`src/rtl/fetch_queue.sv`:
```
// fetch_queue: in-order instruction/PC buffer between fetch and decode, flushable on redirect.
module fetch_queue #(
  parameter int IWIDTH = 24,
  parameter int PWIDTH = 16,
  parameter int DEPTH  = 4
) (
  input  logic                       clk_i,
  input  logic                       rst_i,
  input  logic                       f_valid_i,
  input  logic [IWIDTH-1:0]          f_instr_i,
  input  logic [PWIDTH-1:0]          f_pc_i,
  output logic                       f_ready_o,
  output logic                       d_valid_o,
  output logic [IWIDTH-1:0]          d_instr_o,
  output logic [PWIDTH-1:0]          d_pc_o,
  input  logic                       d_ready_i,
  input  logic                       flush_i,
  output logic [$clog2(DEPTH+1)-1:0] count_o
);
  localparam int AW = $clog2(DEPTH);
  localparam int CW = $clog2(DEPTH+1);
  logic [IWIDTH-1:0] instr_mem [DEPTH];
  logic [PWIDTH-1:0] pc_mem [DEPTH];
  logic [AW-1:0] rd_ptr, wr_ptr;
  logic [CW-1:0] count;
  logic push, pop;
  assign f_ready_o = count != CW'(DEPTH);
  assign d_valid_o = count != '0;
  assign push = f_valid_i & f_ready_o & ~flush_i;
  assign pop = d_valid_o & d_ready_i & ~flush_i;
  assign d_instr_o = d_valid_o ? instr_mem[rd_ptr] : '0;
  assign d_pc_o = d_valid_o ? pc_mem[rd_ptr] : '0;
  assign count_o = count;
  always_ff @(posedge clk_i) begin
    if (rst_i || flush_i) begin
      rd_ptr <= '0;
      wr_ptr <= '0;
      count <= '0;
    end else begin
      if (push) wr_ptr <= wr_ptr + 1'b1;
      if (pop) rd_ptr <= rd_ptr + 1'b1;
      count <= count + CW'(push) - CW'(pop);
    end
  end
  always_ff @(posedge clk_i) begin
    if (push && !rst_i) begin
      instr_mem[wr_ptr] <= f_instr_i;
      pc_mem[wr_ptr] <= f_pc_i;
    end
  end
endmodule

```
`config.mk`:
```
export PLATFORM = sky130hd
export DESIGN_NAME = fetch_queue
export DESIGN_NICKNAME = d
export VERILOG_FILES = /design/src/rtl/fetch_queue.sv
export SDC_FILE = /design/constraint.sdc
export NUM_CORES = 1
export LEC_CHECK = 0
export BUFFER_PORTS_ARGS = -buffer_cell sky130_fd_sc_hd__buf_2
export CAP_MARGIN = 10
export CORE_UTILIZATION = 45
export DETAILED_ROUTE_END_ITERATION = 6
export GPL_TIMING_DRIVEN = 1
export PLACE_DENSITY_LB_ADDON = 0.3
export SLEW_MARGIN = 25
export SYNTH_ARGS = -nofsm -noshare
export SYNTH_HDL_FRONTEND = slang
export SYNTH_SLANG_ARGS = --single-unit
```
`constraint.sdc`:
```
create_clock -name clk_i -period 4.05 [get_ports clk_i]
set_clock_uncertainty 0.05 [all_clocks]
set_input_delay 0.2025 -clock clk_i [delete_from_list [all_inputs] [get_ports clk_i]]
set_output_delay 0.2025 -clock clk_i [all_outputs]
set_load 0.01 [all_outputs]
```
[Word-level counts from Yosys, hierarchy flattened]
Memories as Yosys holds them, arrays and structs flattened. A register that Yosys moved wholly into a read port is not among the register bits.
Index checks and enable logic that the tools add are counted.
Word-level totals
  register bits: 7
  latch bits: 0
  memory bits (writable): 160
  bits in read-only memories: 0
  bits of input ports: 45
  output and inout bits: 45
  logic and storage cells: 27
  memories: 2
Cells by class
  add/subtract/negate cells: 4
  multipliers: 0
  divide/modulo/power cells: 0
  order comparisons: 0
  equality and inequality tests: 1
  shift-type cells: 0
  muxes and demuxes: 8
  bitwise logic cells: 5
  reduce and logical (&&, ||, !) cells: 4
Memories
  instr_mem: words 4, bits a word 24, rd ports 1, clocked after Yosys merged registers in 1, write ports 1, line 22  | logic [IWIDTH-1:0] instr_mem [DEPTH];
  pc_mem: words 4, bits a word 16, rd ports 1, clocked after Yosys merged registers in 1, write ports 1, line 23  | logic [PWIDTH-1:0] pc_mem [DEPTH];
Operator list (number)
  2-to-1 mux 24 bit: 1
  2-to-1 mux 16 bit: 1
  2-to-1 mux 2 bit: 4
  adder 2 x 1 -> 2 bit (second input constant): 2
  bitwise AND 1 bit: 4
  adder 3 x 1 -> 3 bit: 1
  inequality test 3 bit (second input constant): 1
  nonzero test 3 bit: 1
  subtractor 3 x 1 -> 3 bit: 1
  2-to-1 mux 1 bit: 2
  logical AND 1 bit: 1
  logical NOT 1 bit: 1
  logical OR 1 bit: 1
  inverter 1 bit: 1

[Longest topological paths before layout]
Gate-level depths: netlist of run 1.
  word-level depth: 6
  mapped depth: 10
  depth with buffers taken out: 10

[Least setup slack after synthesis of run 1]
OpenSTA, ideal clock, no wires.
  path kind: register to register
  start point: register count[1] (netlist: count_o[1])
  end point: memory instr_mem[0][0], enable pin
  setup time: 0.495 ns
  data arrival time: 3.896 ns
  required time: 3.505 ns
  path slack: -0.391 ns
  stages on the path, launching flop included: 4
  buffers on the path: 0
  clock period less this slack: 4.441 ns
  cell sequence: dfxtp_1 -> or3b_1 -> nand3b_4 -> nor3b_1
On the way
  cells in the longest elaborated chain, start to end: 6
Ends and longest elaborated chain
  from (decl): line 25  | logic [CW-1:0] count;
  from (signal assigned): line 42  | count <= count + CW'(push) - CW'(pop);
  inequality test 3 bit: line 27  | assign f_ready_o = count != CW'(DEPTH);
  named net f_ready_o: line 12  | output logic f_ready_o,
  bitwise AND 1 bit (2 in series): line 29  | assign push = f_valid_i & f_ready_o & ~flush_i;
  logical AND 1 bit: line 46  | if (push && !rst_i) begin
  2-to-1 mux 1 bit: line 46
  2-to-1 mux 1 bit (not written as such): line 47  | instr_mem[wr_ptr] <= f_instr_i;
  to (decl): line 22
The timed path passes the listed nets, and every way through them passes these cells.

[Worst setup path after layout of run 1]
  start point: register count[2] (netlist: count_o[2])
  end point: register count[2] (netlist: count_o[2])
On the way
  cells in the longest elaborated chain, start to end: 5
  elaborated cells between the ends (all ways): 8
  those cells by class: add/sub: 2; eq/ne: 1; bitwise: 4; reduce/logical: 1
Ends and longest elaborated chain (line)
  inequality test 3 bit: 27
  bitwise AND 1 bit (2 in series): 29
  adder 3 x 1 -> 3 bit: 42
  subtractor 3 x 1 -> 3 bit (*): 42
Every way passes the cells marked *; elsewhere a longest branch is shown, timed or not.
A chain may end at the register's enable or synchronous reset.

==> summary.txt, run 1 <==
Outcome - finished clean
First-pass GRT wire length - 17.9 mm
Placeable Area - 14,000 um^2
Clock root buffer - clkbuf_16
Mapped cell area - 6530 um^2
Clock slew at reported path FFs - 0.06 ns
Most frequent cells in the layout - 160 x edfxtp_1, 89 x buf_2, 41 x dlygate4sd3_1, 40 x mux4_2, 40 x nor2b_1
Clock Tree Buf Depth - 2
DR DRC count - 0
Critical path required time - 4.31 ns
All-Layer GR Usage - 16.9%
Num CTS Buffers - 17
Xor and xnor fraction of the mapped netlist area - 0.536%
Final period utilization - 63.4%
Post-synthesis cell type count - 23
Clock Sinks - 169
RSZ-0062 raised after global routing - no
First DRT Iteration DRCs - 191
Pwr/cell area - 447 nW/um^2
Complex-gate fraction of the synthesized area - 0.249%
Worst Tran Pin Value - 0.828 ns
Antenna diodes - 0
Routed Antenna Nets - 0
Crit path capture type - flip-flop
Max Fclk - 0.389 GHz
Most common cell after layout, fill and taps aside - edfxtp_1
Synth Area in Adders - 1.46%
Register area share after synthesis - 76.3%
Via/cell ratio - 5.05
Worst Path Max Fanout - 7
Static Leakage - 0.00281 uW
Synth warn - 0
HP Class - in -> reg
DP HPWL - 6.20 mm
DR pass1 iterations - 5
Post-synthesis simple-gate area fraction - 5.73%
Largest family of logic cells by synthesized area - multiplexers
Die ar. - 15,000 um^2
Site row count - 43
Cts hold-fix bufs - 41
Vias - 3,199
Pin count of the biggest net entering global routing - 42
CTS resizes - 0
Worst setup SP type - flip-flop
Min cycle time layout - 2.57 ns
Die Height - 122 um
Synthesized flop and latch total - 169
RePlAce Congestion - 0.739
Critical path class - reg -> reg
Cell depth of the worst hold path - 2
Worst-Skew Late Latency - 0.42 ns
Synthesis-to-layout area growth - 25.0%
Fin Hold WS - 0.0699 ns
H-Tree Depth - 4
Final Max Slew Viols - 0
Share of cells above drive strength 1 - 36.6%
Cells after Synth - 302
WP data arrival - 2.83 ns
Worst reg2reg path depth - 10
PortBufs - 89
Die X - 122 um
Area leader, netlist - edfxtp_1
Final hold vios - 0
I/O Pins - 90
Vias in the first global route - 3,426
Power Total - 3650 uW
Top-area cell type share of the netlist area - 73.5%
Multiplexer share of the synthesized area - 14.1%
Post-Route WL - 11.5 mm
Routed wire per std cell - 18.1 um
Syn_nets - 354
Max cap viols - 0
Gr ovfl total - 0
Antenna violations before repair - 0
Total setup buffers inserted after CTS - 0
Synth Area per Inst - 21.6 um^2
Nets - 494
CTS tree - yes
Initial core utilization - 46.5%
Final setup fails - 0
Synth area leaders - edfxtp_1 74%, mux4_2 14%, nor2b_1 3.8%
Fin Setup TNS - 0 ns
Max-slew headroom - 44.8%
Peak supply drop - 0.248 mV
-- worst paths after layout --
| path | start | to | slack (ns) |
|---|---|---|---|
| hold reg to reg | wr_ptr[1]$_SDFFE_PP0P_ | wr_ptr[1]$_SDFFE_PP0P_ | 0.45 |
| setup reg to reg | count_o[2]$_SDFF_PP0_ | count_o[2]$_SDFF_PP0_ | 1.48 |
| hold / removal | rst_i | count_o[1]$_SDFF_PP0_ | 0.07 |
| setup / recovery | count_o[2]$_SDFF_PP0_ | count_o[2]$_SDFF_PP0_ | 1.48 |
-- kinds of logic (layout without fill, tap and decap cells) --
logic type	count (synthesis)	count (layout)
compound gates	2	2
xor+xnor	4	4
fa+ha+maj	7	7
buf+inv	19	171
flops	169	169
mux	42	42
simple gates	59	59
-- sequential cells by signal (all words and copies together) (netlist names), named ones only --
register,cells
pc_mem,64
count_o,3
instr_mem,96
rd_ptr,2
wr_ptr,2
-- through the flow --
| stage | utilization (%) | worst slack [ns] | std cells | area, um^2 |
|---|---|---|---|---|
| 6_report | 58.1 | 1.48 | 634 | 8160 |
| 5_1_grt | 58.1 | 1.35 | 634 | 8160 |
| 2_1_floorplan | - | -0.391 | 302 | 6530 |
| 4_1_cts | 58.1 | 1.45 | 634 | 8160 |
| 3_5_place_dp | 51.2 | 1.52 | 562 | 7190 |
| 3_3_place_gp | 51.2 | 1.61 | 562 | 7180 |
-- report_power, final --
group          internal (uW)  switching (uW)  total, uW
Combinational           87.1            80.5        168
Sequential              1930            9.60       1940
Clock                    954             594       1550
-- cells in the mapped netlist --
library cell	count
clkbuf_1	5
o311ai_0	1
dfxtp_1	9
nand2_1	4
xor2_1	2
or3b_1	1
o31ai_1	1
nor2_1	2
nor3_1	4
ha_1	6
and2_1	2
xnor2_1	2
nor3b_1	4
edfxtp_1	160
fa_1	1
nand3b_4	1
inv_1	5
buf_6	4
buf_2	5
mux2i_1	2
nor3_2	1
nor2b_1	40
mux4_2	40
-- worst max-delay path, cell delays in order, from the launching register on --
cell and delay (ns):
dfxtp_1 0.48, or3b_1 0.44, nand3b_4 0.17, ha_1 0.27
inv_1 0.07, ha_1 0.13, inv_1 0.05, fa_1 0.37
xnor2_1 0.15, xnor2_1 0.13, and2_1 0.16
-- per-layer routing --
| metal | vias up | share of wire, % | GRT usage [%] |
|---|---|---|---|
| met1 | 1619 | 45 | 21.7 |
| met5 | - | 0 | 0 |
| met2 | 83 | 50 | 27.1 |
| met4 | 0 | 0.81 | 6.55 |
| met3 | 9 | 4.6 | 5.02 |
| li1 | 1488 | - | - |
-- area by class of cell --
| class | count | area (um^2) |
|---|---|---|
| flip-flops and latches | 169 | 4990 |
| inverters | 5 | 18.8 |
| multi-input cells | 114 | 1470 |
| clock inverters | 11 | 130 |
| well taps | 180 | 225 |
| clock buffers | 20 | 437 |
| repair buffers | 135 | 893 |
| fillers | 1087 | 5880 |
Note: power is estimated with default switching activity, not from simulation.
==> run 2, diff against run 1 <==
==> constraint.sdc (replaced) <==
create_clock -name clk_i -period 2.4 [get_ports clk_i]
set_clock_uncertainty 0.05 [all_clocks]
set_input_delay 0.12 -clock clk_i [delete_from_list [all_inputs] [get_ports clk_i]]
set_output_delay 0.12 -clock clk_i [all_outputs]
set_load 0.01 [all_outputs]
==> summary.txt, run 2 (synthesized netlist as in run 1, its figures left out) <==
Outcome - finished clean
Antenna violations before repair - 0
R2r startpoint - count_o[1]$_SDFF_PP0_
Pin count of the biggest net entering global routing - 42
Sw Ratio - 18.5%
Worst Tran Pin Value - 0.519 ns
DR pass1 iterations - 4
Internal - 5130 uW
CTS tree - yes
First-pass GRT wire length - 18.8 mm
Clock root buffer - clkbuf_16
Die Height - 122 um
H-Tree Depth - 4
Multi-input logic area - 1510 um^2
Fin cells - 653
Seq pwr share - 51.8%
Net Switching - 1170 uW
All-Layer GR Usage - 17.5%
Top reg by flops - instr_mem
Via/cell ratio - 5.15
DR DRC count - 0
CP Cell Sequence - or3b_4 -> nand3b_4 -> ha_1 -> inv_1 -> ha_1 -> inv_1 -> fa_2 -> xnor2_2 -> xnor2_1 -> and2_1
Clock Tree Buf Depth - 2
WP data arrival - 2.57 ns
Final hold vios - 0
Critical path required time - 2.66 ns
Routed Antenna Nets - 0
Num CTS Buffers - 17
Site row count - 43
Die ar. - 15,000 um^2
Static Leakage - 0.00297 uW
Final core utilization - 60.2%
RePlAce Congestion - 0.737
Final setup fails - 0
Worst setup path startpoint - count_o[1]$_SDFF_PP0_
PortBufs - 89
Share of cells above drive strength 1 - 40.4%
Max-slew headroom - 65.4%
Worst Path Max Fanout - 6
Initial core utilization - 46.5%
Peak supply drop - 0.555 mV
First DRT Iteration DRCs - 173
Most frequent cells in the layout - 160 x edfxtp_1, 89 x buf_2, 41 x dlygate4sd3_1, 40 x mux4_2, 40 x nor2b_1
Worst setup SP type - flip-flop
Inst Count DP - 570
Pwr/cell area - 746 nW/um^2
Clock Sinks - 169
Vias - 3,361
Die X - 122 um
Vias in the first global route - 3,577
Synthesis-to-layout area growth - 29.3%
I/O Pins - 90
Critical path class - reg -> reg
Routed wire per std cell - 18.5 um
Filler Cells Inserted - 1,028
HP Start - rst_i
Gate power share - 4.9%
Gr ovfl total - 0
Final Max Slew Viols - 0
Clock slew at reported path FFs - 0.06 ns
Min cycle time layout - 2.30 ns
DP HPWL - 7.17 mm
Clk pwr share - 43.3%
Antenna diodes - 0
Final period utilization - 95.9%
Worst-Skew Late Latency - 0.42 ns
Most common cell after layout, fill and taps aside - edfxtp_1
Crit-path max cell delay - 0.42 ns
Max cap viols - 0
Max Fclk - 0.434 GHz
Nets - 512
Sequential standard cell area - 5000 um^2
Fin Setup TNS - 0 ns
Slowest cell on crit path - or3b_4
Post-Route WL - 12.1 mm
Crit path capture type - flip-flop
Number of flip-flops in the largest register - 96
Placeable Area - 14,000 um^2
HP Class - in -> reg
## run 2: final timing paths
path	end	slack (ns)	cells after the start
max	count_o[2]$_SDFF_PP0_	0.1	10
max reg2reg	count_o[2]$_SDFF_PP0_	0.1	10
min reg2reg	wr_ptr[1]$_SDFFE_PP0P_	0.45	2
min	count_o[1]$_SDFF_PP0_	0.03	2
## run 2: worst max-delay path, delay by kind of cell, from the launching register on
kind	cells	cell delay [ns]
AND/OR/NAND/NOR	3	0.66
XOR/XNOR	2	0.27
buffers and inverters	2	0.13
adder cells (fa/ha/maj)	3	0.73
flip-flops	1	0.37
## run 2: power groups by stage
stage	logic, uW	clock network, uW	registers (uW)
3_5_place_dp	248	0	3330
5_1_grt	340	2900	3260
6_report	309	2730	3260
3_3_place_gp	241	0	3330
2_1_floorplan	124	0	3330
4_1_cts	302	2790	3270
## run 2: cell type report
class	instances	share of cell area [%]
Sequential cell	169	59.2
Multi-Input combinational cell	114	17.9
Timing Repair Buffer	153	13.1
Clock buffer	21	5.21
Tap cell	180	2.67
Clock inverter	11	1.81
Inverter	5	0.222
## run 2: what timing repair did
item | CTS | global route
buffers inserted | 0 | 10
gates resized for setup | 0 | 6
setup endpoints to repair | 0 | 7
hold endpoints to repair | 165 | 0
hold buffers | 41 | 0
## run 2: metal layers
| layer | global-route usage (%) | part of all wire (%) | routed length (um) | vias to the layer above |
|---|---|---|---|---|
| li1 | - | - | - | 1528 |
| met1 | 22.6 | 43 | 5130 | 1713 |
| met2 | 27.9 | 50 | 6010 | 107 |
| met3 | 4.97 | 6.2 | 745 | 13 |
| met4 | 7.32 | 1.5 | 180 | 0 |
| met5 | 0 | 0 | 0 | - |
## run 2: metrics by stage
step / cell area (um^2) / setup slack (ns) / power, uW / hold slack [ns]
4_1_cts: 8340 / 0.0120 / 6360 / 0.0231
5_1_grt: 8450 / -0.00556 / 6500 / 0.0725
3_3_place_gp: 7340 / 0.130 / 3570 / 0.281
3_5_place_dp: 7340 / 0.0304 / 3580 / 0.287
2_1_floorplan: 6580 / 0.0147 / 3450 / 0.141
6_report: 8450 / 0.0979 / 6300 / 0.0312
